### src/rtl/library_pkg.sv
// Shared elaboration helpers for the FIFO slice: depth legality check and
// pointer-width derivation.
package library_pkg;

  // A legal FIFO depth is a power of two of at least 2.
  function automatic bit is_pow2(input int value);
    return (value >= 2) && ((value & (value - 1)) == 0);
  endfunction

  function automatic int ptr_width(input int depth);
    return $clog2(depth);
  endfunction

endpackage

### src/rtl/fifo_mem.sv
// FIFO storage: combinational read port, synchronous write port, no reset.
module fifo_mem
  import library_pkg::*;
#(
  parameter int WIDTH  = 8,
  parameter int DEPTH  = 16,
  parameter int ADDR_W = ptr_width(DEPTH)
) (
  input  logic              clock,
  input  logic              i_we,
  input  logic [ADDR_W-1:0] i_waddr,
  input  logic [WIDTH-1:0]  i_wdata,
  input  logic [ADDR_W-1:0] i_raddr,
  output logic [WIDTH-1:0]  o_rdata
);

  logic [WIDTH-1:0] r_mem [DEPTH];

  // NOTE: the array has no reset branch on purpose; validity of each slot is
  // tracked by the pointers, and a reset here would block RAM inference.
  always_ff @(posedge clock) begin
    if (i_we) begin
      r_mem[i_waddr] <= i_wdata;
    end
  end

  assign o_rdata = r_mem[i_raddr];

endmodule

### src/rtl/sync_fifo.sv
// First-word-fall-through synchronous FIFO with registered count/flags.
// Define SYNC_FIFO_ERR_EN to add sticky overflow/underflow outputs.
module sync_fifo
  import library_pkg::*;
#(
  parameter int WIDTH = 8,
  parameter int DEPTH = 16
) (
  input  logic                  clock,
  input  logic                  reset_L,
  input  logic                  clear,
  input  logic                  wr_en,
  input  logic [WIDTH-1:0]      wr_data,
  input  logic                  rd_en,
  output logic [WIDTH-1:0]      rd_data,
  output logic                  full,
  output logic                  empty,
`ifdef SYNC_FIFO_ERR_EN
  output logic                  overflow,
  output logic                  underflow,
`endif
  output logic [$clog2(DEPTH):0] count
);

  localparam int PTR_W = ptr_width(DEPTH);
  localparam logic [PTR_W:0] FULL_COUNT = (PTR_W + 1)'(DEPTH);

  if (!is_pow2(DEPTH)) begin : g_bad_depth
    $error("sync_fifo: DEPTH must be a power of two >= 2");
  end

  logic [PTR_W-1:0] r_wr_ptr;
  logic [PTR_W-1:0] r_rd_ptr;
  logic [PTR_W:0]   r_count;
  logic             w_push;
  logic             w_pop;
  logic             w_mem_we;

  // Flags come only from the count register, so wr_en/rd_en never reach them.
  assign empty = (r_count == '0);
  assign full  = (r_count == FULL_COUNT);
  assign count = r_count;

  // A full FIFO still takes a push when a pop frees a slot in the same cycle.
  assign w_push   = wr_en & (~full | rd_en);
  assign w_pop    = rd_en & ~empty;
  assign w_mem_we = w_push & reset_L & ~clear;

  fifo_mem #(
    .WIDTH  (WIDTH),
    .DEPTH  (DEPTH),
    .ADDR_W (PTR_W)
  ) u_mem (
    .clock   (clock),
    .i_we    (w_mem_we),
    .i_waddr (r_wr_ptr),
    .i_wdata (wr_data),
    .i_raddr (r_rd_ptr),
    .o_rdata (rd_data)
  );

  // NOTE: state registers use non-blocking assignments so every register
  // samples the pre-edge values of its neighbours.
  always_ff @(posedge clock) begin
    if (!reset_L || clear) begin
      r_wr_ptr <= '0;
      r_rd_ptr <= '0;
      r_count  <= '0;
    end else begin
      if (w_push) begin
        r_wr_ptr <= r_wr_ptr + 1'b1;
      end
      if (w_pop) begin
        r_rd_ptr <= r_rd_ptr + 1'b1;
      end
      if (w_push && !w_pop) begin
        r_count <= r_count + 1'b1;
      end else if (w_pop && !w_push) begin
        r_count <= r_count - 1'b1;
      end
    end
  end

`ifdef SYNC_FIFO_ERR_EN
  logic r_overflow;
  logic r_underflow;

  // A simultaneous push keeps an empty-FIFO read from counting as underflow.
  always_ff @(posedge clock) begin
    if (!reset_L || clear) begin
      r_overflow  <= 1'b0;
      r_underflow <= 1'b0;
    end else begin
      if (wr_en && full && !rd_en) begin
        r_overflow <= 1'b1;
      end
      if (rd_en && empty && !wr_en) begin
        r_underflow <= 1'b1;
      end
    end
  end

  assign overflow  = r_overflow;
  assign underflow = r_underflow;
`endif

endmodule

### config.mk
export PLATFORM = sky130hd
export DESIGN_NAME = sync_fifo
export DESIGN_NICKNAME = d
export VERILOG_FILES = /design/src/rtl/library_pkg.sv /design/src/rtl/fifo_mem.sv /design/src/rtl/sync_fifo.sv
export SDC_FILE = /design/constraint.sdc
export NUM_CORES = 1
export LEC_CHECK = 0
export ABC_AREA = 1
export BUFFER_PORTS_ARGS = -buffer_cell sky130_fd_sc_hd__buf_2
export CAP_MARGIN = 20
export CELL_PAD_IN_SITES_DETAIL_PLACEMENT = 0
export CELL_PAD_IN_SITES_GLOBAL_PLACEMENT = 2
export CORE_UTILIZATION = 36
export CTS_CLUSTER_DIAMETER = 50
export DETAILED_ROUTE_END_ITERATION = 10
export GPL_ROUTABILITY_DRIVEN = 0
export HOLD_SLACK_MARGIN = 0.08
export PLACE_DENSITY_LB_ADDON = 0.1
export SLEW_MARGIN = 20
export SYNTH_ARGS = -nofsm -noshare
export SYNTH_HDL_FRONTEND = slang
export SYNTH_SLANG_ARGS = --single-unit
### constraint.sdc
create_clock -name clock -period 1.88 [get_ports clock]
set_input_delay 0.282 -clock clock [delete_from_list [all_inputs] [get_ports clock]]
set_output_delay 0.282 -clock clock [all_outputs]
set_load 0.02 [all_outputs]
==> Yosys cells after proc, flatten, opt, wreduce, memory -nomap -nowiden <==
Memory sizes are Yosys's and may differ from the RTL's. A register that Yosys moved wholly into a read port is not among the register bits.
Cells that the tools add are included.
{ "word_totals": {"ramBits": 128, "memories": 1, "input_bits": 13, "wordCells": 31, "register_bits": 13} }
{ "op_classes": {"muxes": 6, "bitwise": 8, "eq_ne": 1, "add_sub_neg": 4, "reduce_logical": 8} }
{ "mem_list": {"columns": ["memory", "words", "word_bits", "read_ports", "rd_ports_with_merged_regs", "wr", "line", "rtl"], "rows": [
  ["u_mem.r_mem", 16, 8, 1, 1, 1, "fifo_mem.sv:17", "logic [WIDTH-1:0] r_mem [DEPTH];"]
]} }
{ "op_table": {"columns": ["operator", "n"], "rows": [
  ["$mux W5", 2],
  ["$add A4 B1 Y4 const B", 2],
  ["$mux W4", 2],
  ["$add A5 B1 Y5 const B", 1],
  ["$eq A5 B5 Y1 const B", 1],
  ["$logic_not A5 Y1", 1],
  ["$sub A5 B1 Y5 const B", 1],
  ["$and A1 B1 Y1", 4],
  ["$logic_not A1 Y1", 3],
  ["$not A1 Y1", 3],
  ["$logic_and A1 B1 Y1", 2],
  ["$mux W1", 2],
  ["$reduce_bool A2 Y1", 1],
  ["$logic_or A1 B1 Y1", 1],
  ["$or A1 B1 Y1", 1]
]} }

==> Longest topological paths before layout <==
Gate-level depths: netlist (run 1).
{ "depth": {"depth_word": 8, "mapped_depth": 13} }

==> By module <==
Synthesis (run 1) repeated with hierarchy kept, for this count alone.
{ "unflattened": {"hier_cells": 663, "hier_area_um2": 6442.4} }
{ "by_module_without_submodules": {"columns": ["module", "area_per_inst_um2", "cells_per_inst", "instances"], "rows": [
  ["fifo_mem", 5606.6, 543, 1],
  ["sync_fifo", 835.8, 120, 1]
]} }

==> Worst setup path before layout (run 1) <==
OpenSTA, ideal clock, no wires.
{ "synth_timing": {"path_kind": "register to register", "start": "register r_count[0], in the netlist count[0]", "end": "register r_count[3], in the netlist count[3]", "setup_time_ns": 0.115, "slack_ns": -0.571, "required_ns": 1.765, "arrival_ns": 2.335, "path_stages_with_launch": 13, "cell_sequence": "dfxtp_1 -> nor2_2 -> nand2_1 -> nor2_1 -> a21boi_0 -> ha_1 -> inv_1 -> ha_1 -> or2_2 -> nand3_1 -> nand2_1 -> o21ai_0 -> inv_1"} }
{ "synth_between": {"elab_chain_len": 7, "elab_cells_between_ends": 16} }
{ "synth_lines": {"columns": ["item", "line", "rtl"], "rows": [
  ["start, declared", "sync_fifo.sv:34", "logic [PTR_W:0] r_count;"],
  ["start signal, assigned", "sync_fifo.sv:77", "r_count <= r_count + 1'b1;"],
  ["start signal, assigned", "sync_fifo.sv:79", "r_count <= r_count - 1'b1;"],
  ["$eq A5 B5 Y1 *", "sync_fifo.sv:41", "assign full = (r_count == FULL_COUNT);"],
  ["net full", "sync_fifo.sv:16", "output logic full,"],
  ["$not A1 Y1 *", "sync_fifo.sv:45", "assign w_push = wr_en & (~full | rd_en);"],
  ["$or A1 B1 Y1 *", "sync_fifo.sv:45", null],
  ["$and A1 B1 Y1 *", "sync_fifo.sv:45", null],
  ["net w_push", "sync_fifo.sv:35", "logic w_push;"],
  ["$logic_not A1 Y1", "sync_fifo.sv:78", "end else if (w_pop && !w_push) begin"],
  ["$logic_and A1 B1 Y1", "sync_fifo.sv:78", null],
  ["$reduce_bool A2 Y1 (no source line)", null, null]
]} }
The timed path passes the listed nets; every way through them passes the cells marked *. The select of a mux whose other input is x is not followed.
A chain may end at the register's enable or synchronous reset.

==> results of run 1 <==
==> flip-flops by register name (all words and copies together), names as in the netlist, named ones only <==
name and flops:
u_mem.r_mem 128, r_wr_ptr 4, count 5, r_rd_ptr 4
==> final cells by class <==
type                    instances  area, um2
well taps                     229        287
fillers                      1722       9690
clock inverters                10       70.1
flip-flops and latches        145       4200
clock buffers                  21        440
repair buffers                 76        767
inverters                     124        484
multi-input cells             383       2020
==> worst max-delay path by stage <==
| stage | startpoint | endpoint | slack [ns] | cells past startpoint |
|---|---|---|---|---|
| after floorplan | count[1] | count[3] | -0.05 | 12 |
| after global placement | count[3] | count[2] | -0.002 | 10 |
| after detailed placement | count[1] | count[2] | -0.09 | 11 |
| after CTS | register | rd_data[2] | -0.13 | 9 |
| after global routing | register | rd_data[7] | -0.20 | 8 |
| final | register | rd_data[7] | -0.13 | 8 |
==> what timing repair did <==
action / CTS / global route
hold buffers: 0 / 0
pin swaps: 13 / 17
setup buffers: 3 / 1
gates cloned: 4 / 3
endpoints found under the setup margin: 11 / 39
hold endpoints to repair: 0 / 0
resized for setup: 61 / 24
==> per-stage QoR <==
| stage | instances | total power [mW] | hold slack [ns] | utilization |
|---|---|---|---|---|
| 2_1_floorplan | 679 | 4.27 | 0.381 | - |
| 3_3_place_gp | 946 | 4.59 | 0.513 | 0.403 |
| 3_5_place_dp | 946 | 4.61 | 0.520 | 0.403 |
| 4_1_cts | 984 | 7.74 | 0.279 | 0.451 |
| 5_1_grt | 988 | 8.07 | 0.286 | 0.461 |
| 6_report | 988 | 7.75 | 0.286 | 0.461 |
==> critical path, delay by kind of cell (launching register included) <==
| family | cells | cell delay [ns] |
|---|---|---|
| flip-flops | 1 | 0.44 |
| buffers and inverters | 3 | 0.46 |
| AND/OR/NAND/NOR | 5 | 0.40 |
==> kinds of logic after synthesis <==
kind of cell,synth area share
adder cells (fa/ha/maj),0.0201
flip-flops,0.634
AO/OA/AOI/OAI,0.0125
buffers and inverters,0.102
XOR/XNOR,0.00266
AND/OR/NAND/NOR,0.229
==> placed cells by master (no fill, tap or decap), types with 5 or more instances in the layout <==
| master | instances |
|---|---|
| nand2_1 | 185 |
| edfxtp_1 | 128 |
| inv_1 | 118 |
| nand3_1 | 79 |
| nor2_1 | 34 |
| buf_4 | 33 |
| nand3_2 | 25 |
| clkbuf_16 | 20 |
| buf_2 | 19 |
| nand2_2 | 15 |
| dfxtp_1 | 11 |
| buf_6 | 11 |
| a21oi_1 | 10 |
| ha_1 | 6 |
| clkinv_1 | 6 |
| nor2_2 | 5 |
| dfxtp_4 | 5 |
| buf_12 | 5 |
==> per-layer routing <==
| metal | global-route usage | vias to the layer above |
|---|---|---|
| met4 | 0.0818 | 0 |
| met3 | 0.0320 | 22 |
| met1 | 0.254 | 2231 |
| met5 | 0 | - |
| met2 | 0.327 | 93 |
| li1 | - | 2314 |
==> power by group through the flow <==
stage / registers, mW / logic [mW] / clock network, mW
after floorplan: 3.66 / 0.607 / 0
after global placement: 3.63 / 0.958 / 0
after detailed placement: 3.64 / 0.976 / 0
after CTS: 3.57 / 1.12 / 3.05
after global routing: 3.58 / 1.30 / 3.19
final: 3.57 / 1.18 / 3.00
==> impl_metrics.csv, run 1 <==
group,metric,value,unit
hold_path,hold_class,"in2reg",
timing,final.setup_skew,0.00732,ns
critical_path,timing.rr.start,"count[3]",
route,topRoutingLayerUsed,"met4",
route,wl_met2,8650,um
die,placementRows,49,
timing,fmax,496,MHz
timing,finalCritPeriodShare,1.07,
clock_tree,htree_levels,4,
layout,nets,770,
global_routing,grt_max_degree,33,
power_and_ir_drop,peakVddDrop,669,uV
synth,synth_most_common_cell,"nand2_1",
synth,yosys.area.top_type,"edfxtp_1",
clock_tree,cts.sinks,145,
synth,avgSynthCellArea,9.72,um2
timing,worst_slack,-0.135,ns
synth,yosysUniqueCellTypes,22,
synth,yosysTopAreaCellShare,0.583,
power_and_ir_drop,power_density,937,nW/um2
layout,syn2layout_area_growth,25.4,%
route,drc_errors,0,
critical_path,rr_worst_depth,12,
critical_path,critPathMaxFanout,5,
power_and_ir_drop,power.internal,5.81,mW
clock_tree,cts-root-buf,"clkbuf_16",
status,violations,"negative setup slack",
clock_tree,insertion_delay,0.42,ns
timing,hold_viol,0,
global_routing,grt.overflow.total,0,
die,fp.dieH,137,um
power_and_ir_drop,clkPwrFrac,0.386,
timing,slew_headroom,0.672,
placed_design,place_worst_setup_slack,-0.0881,ns
status,outcome,"finished with violations",
die,core_area,18000,um2
critical_path,path_class,"reg2out",
synth,syn_inst,679,
critical_path,crit_chain,"buf_8, clkbuf_16, nand2_1, nand3_1, nand3_2, nand3_2, nand2_2, buf_6",
critical_path,cp_slowest_cell,"dfxtp_4",
clock_tree,numCtsBuffers,17,
critical_path,worst_r2r_endpoint,"count[4]",
synth,yosys-top-cells-count,"nand2_1 (200), edfxtp_1 (128), inv_1 (121)",
critical_path,cp-end-kind,"output pin",
flow_run,maxCapViolCount,0,
timing,drv_slew,0,
route,firstDrtPassIters,5,
placed_design,dp_hpwl,10800,um
synth,async_reset_ff_frac,0,
die,die_area,18900,um2
critical_path,critPathMaxStageDelay,0.44,ns
route,drt_iter0_drc,323,
synth,yosys_warnings,0,
route,dr_wl_met3,612,um
global_routing,grt_usage,0.197,
global_routing,grt_pass1_vias,4479,
critical_path,critPathLaunchType,"register",
power_and_ir_drop,seqPwrFrac,0.461,
placed_design,place.port_buffers,27,
clock_tree,cts_tree,"yes",
synth,synth-edff-count,128,
clock_tree,path_clk_slew,0.06,ns
die,die_width,137,um
route,wl,17600,um
layout,antenna_cells,0,
critical_path,reg2reg_slack,0.02,ns
critical_path,crit_top_cell,"nand3_2",
critical_path,cp.required,1.60,ns
timing,layout_min_cycle_time,2.01,ns
power_and_ir_drop,swShare,0.251,
power_and_ir_drop,power.net_switching,1.95,mW
hold_path,hold_depth,1,
route,antenna_left,0,
clock_tree,cts_max_path_buffers,2,
synth,synth_area,6600,um2
synth,synth_seq_cells,145,
synth,synth_flop_cell,"edfxtp_1",
synth,syn_nets,702,
timing,tightestPinTransition,0.491,ns
hold_path,worstHoldStart,"wr_data[5]",
global_routing,grt_pass1_wl,25900,um
route,drt-vias-per-instance,4.72,
route,wl_met1,7960,um
layout,drive_gt1_frac,0.225,
global_routing,antenna_found_initial,0,
power_and_ir_drop,p_comb_frac,0.153,
synth,ys_seq_area_frac,0.634,
layout,design_area,8270,um2
route,routedWlPerCell,17.8,um
timing,final.setup.tns,-0.802,ns
power_and_ir_drop,p_leak,3.57,nW
route,vias,4660,
die,io_pins,28,
timing,rsz0062_at_grt,"yes",
die,start_util,0.367,
timing,setup-violations-final,8,
critical_path,arrival,1.73,ns
synth,synth_area_leaders,"edfxtp_1 (58%), nand2_1 (11%), nand3_1 (8.0%)",
placed_design,dpl_cell_area,7240,um2
hold_path,hold-path-endpoint,"u_mem.r_mem[6][5]",
Note: power is estimated with default switching activity, not from simulation.
==> run 2: changes to the inputs <==
BUFFER_PORTS_ARGS = -buffer_cell sky130_fd_sc_hd__buf_4   (was -buffer_cell sky130_fd_sc_hd__buf_2)
CORE_MARGIN = 2   (was default)
==> run 2 against run 1 <==
  * The run still ends with negative setup slack left
  * Sequential power is essentially flat
  * Setup slack improved by 0.0096 ns
  * Wire length decreased by 5.9%
  * Via count fell by 2.4%
  * Maximum frequency grew 0.48%
  * Clock skew increased by 0.0018 ns
  * Non-clock buffer count fell by 2
  * Die area is 2.9% higher
  * Clock power is 27% higher
==> impl_metrics.csv, run 2 (same netlist as run 1, synthesis figures left out) <==
group,metric,value,unit
layout,layout_commonest_cell,"nand2_1",
global_routing,grt_max_degree,33,
power_and_ir_drop,peakVddDrop,688,uV
route,vias,4549,
power_and_ir_drop,p_comb_frac,0.132,
placed_design,place_inst,948,
clock_tree,htree_levels,4,
critical_path,crit_top_cell,"nand3_1",
timing,final.setup_skew,0.00914,ns
clock_tree,path_clk_slew,0.06,ns
power_and_ir_drop,power.internal,6.51,mW
timing,rsz0062_at_grt,"yes",
power_and_ir_drop,clkPwrFrac,0.448,
placed_design,place_worst_setup_slack,-0.0733,ns
clock_tree,cts_tree,"yes",
clock_tree,cts-root-buf,"clkbuf_16",
route,wl,16500,um
timing,hold_ws,0.190,ns
die,fp.dieH,139,um
critical_path,critPathMaxFanout,19,
timing,setup-violations-final,8,
global_routing,grt_pass1_wl,25500,um
layout,largest_register_ffs,128,
power_and_ir_drop,p_leak,3.59,nW
die,placementRows,49,
die,core_area,18000,um2
layout,regMostFlops,"u_mem.r_mem",
status,violations,"negative setup slack",
critical_path,cp_slowest_cell,"dfxtp_4",
timing,fmax,499,MHz
global_routing,antenna_found_initial,0,
critical_path,arrival,1.72,ns
die,start_util,0.367,
route,antenna_left,0,
critical_path,critPathMaxStageDelay,0.44,ns
placed_design,dp_hpwl,10500,um
route,drc_errors,0,
power_and_ir_drop,power.net_switching,2.01,mW
timing,hold_viol,0,
die,io_pins,28,
critical_path,crit_chain,"buf_6, nand2_1, nand3_1, nand3_1, nand3_1, nand2_2, buf_4",
die,die_area,19400,um2
route,drt_iter0_drc,320,
hold_path,hold_class,"in2reg",
critical_path,cp-end-kind,"output pin",
clock_tree,cts.sinks,145,
global_routing,grt_usage,0.175,
die,die_width,139,um
clock_tree,cts_max_path_buffers,2,
power_and_ir_drop,seqPwrFrac,0.420,
clock_tree,hold_buffers,0,
flow_run,maxCapViolCount,0,
placed_design,dpl_cell_area,7290,um2
route,routedWlPerCell,16.7,um
layout,nets,768,
clock_tree,numCtsBuffers,17,
global_routing,grt.overflow.total,0,
placed_design,place.port_buffers,27,
critical_path,cp_num_buf_inv,2,
timing,layout_min_cycle_time,2.01,ns
timing,worst_slack,-0.125,ns
timing,finalCritPeriodShare,1.07,
critical_path,path_class,"reg2out",
power_and_ir_drop,power_density,1020,nW/um2
timing,drv_slew,0,
critical_path,critPathLaunchType,"register",
timing,tightestPinTransition,0.716,ns
layout,antenna_cells,0,
critical_path,cp.required,1.60,ns
critical_path,cpLargestDelayFamily,"simple AND/OR/NAND/NOR gates",
layout,drive_gt1_frac,0.230,
power_and_ir_drop,swShare,0.236,
route,drt-vias-per-instance,4.61,
global_routing,grt_pass1_vias,4415,
layout,design_area,8340,um2
layout,syn2layout_area_growth,26.4,%
timing,slew_headroom,0.521,
layout,layout_common_cells,"nand2_1 (190), edfxtp_1 (128), inv_1 (118), nand3_1 (78), buf_4 (60)",
status,outcome,"finished with violations",
layout,final_cells,987,
route,firstDrtPassIters,5,
clock_tree,insertion_delay,0.43,ns
run 2: cell count changes in the layout (fill, tap and decap cells not counted), sizes merged:
cell      before  now
clkbuf        24   23
bufinv         1    5
bufbuf         0    1
clkinv         8    2
clkinvlp       2    3
run 2: worst paths after layout:
kind / from / to / slack (ns) / cells after the start
worst max-delay path: register / rd_data[7] / -0.13 / 7
worst max register to register: count[3] / count[2] / 0.01 / 10
worst min register to register: r_wr_ptr[1] / r_wr_ptr[1] / 0.52 / 2
worst min-delay path: wr_data[0] / u_mem.r_mem[7][0] / 0.19 / 1
run 2: repair_timing:
item	in CTS	in global routing
setup buffers	3	1
gates cloned	3	0
pin swaps	10	17
resized for setup	63	8
endpoints found under the setup margin	19	27
run 2: cell type report:
| type | count | area [um2] |
|---|---|---|
| multi-input combinational | 383 | 1990 |
| tap | 229 | 287 |
| clock inverter | 9 | 179 |
| inverter | 124 | 487 |
| fill | 1676 | 9620 |
| sequential | 145 | 4210 |
| timing repair buffer | 74 | 701 |
| clock buffer | 23 | 488 |
run 2: worst reg2reg max path: cells and delay by family (launching register included):
kind                       cells  cell delay (ns)
buffers and inverters          3             0.23
AOI/OAI and AO/OA              1             0.12
and+or+nand+nor                3             0.38
DFF                            1             0.35
adders and majority gates      2             0.56
xor gates and xnor gates       1             0.13
run 2: through the flow:
stage | TNS [ns] | power [mW] | util
6_report | -0.710 | 8.51 | 0.464
5_1_grt | -1.54 | 8.80 | 0.464
4_1_cts | -0.924 | 8.57 | 0.462
3_5_place_dp | -0.314 | 4.63 | 0.406
3_3_place_gp | -0.00589 | 4.63 | 0.406
2_1_floorplan | -0.0903 | 4.27 | -
run 2: power groups by stage:
stage / Combinational, mW / Sequential (mW) / Clock, mW
2_1_floorplan: 0.607 / 3.66 / 0
3_3_place_gp: 0.991 / 3.63 / 0
3_5_place_dp: 0.994 / 3.64 / 0
5_1_grt: 1.23 / 3.58 / 3.99
6_report: 1.12 / 3.57 / 3.82
4_1_cts: 1.12 / 3.58 / 3.87
run 2: per-layer routing:
| layer | routed length, um | share of wire | track usage | up-vias |
|---|---|---|---|---|
| met1 | 7560 | 0.46 | 0.229 | 2151 |
| met5 | 0 | 0 | 0 | - |
| met4 | 176 | 0.011 | 0.0526 | 0 |
| li1 | - | - | - | 2310 |
| met2 | 8230 | 0.50 | 0.294 | 74 |
| met3 | 541 | 0.033 | 0.0375 | 14 |
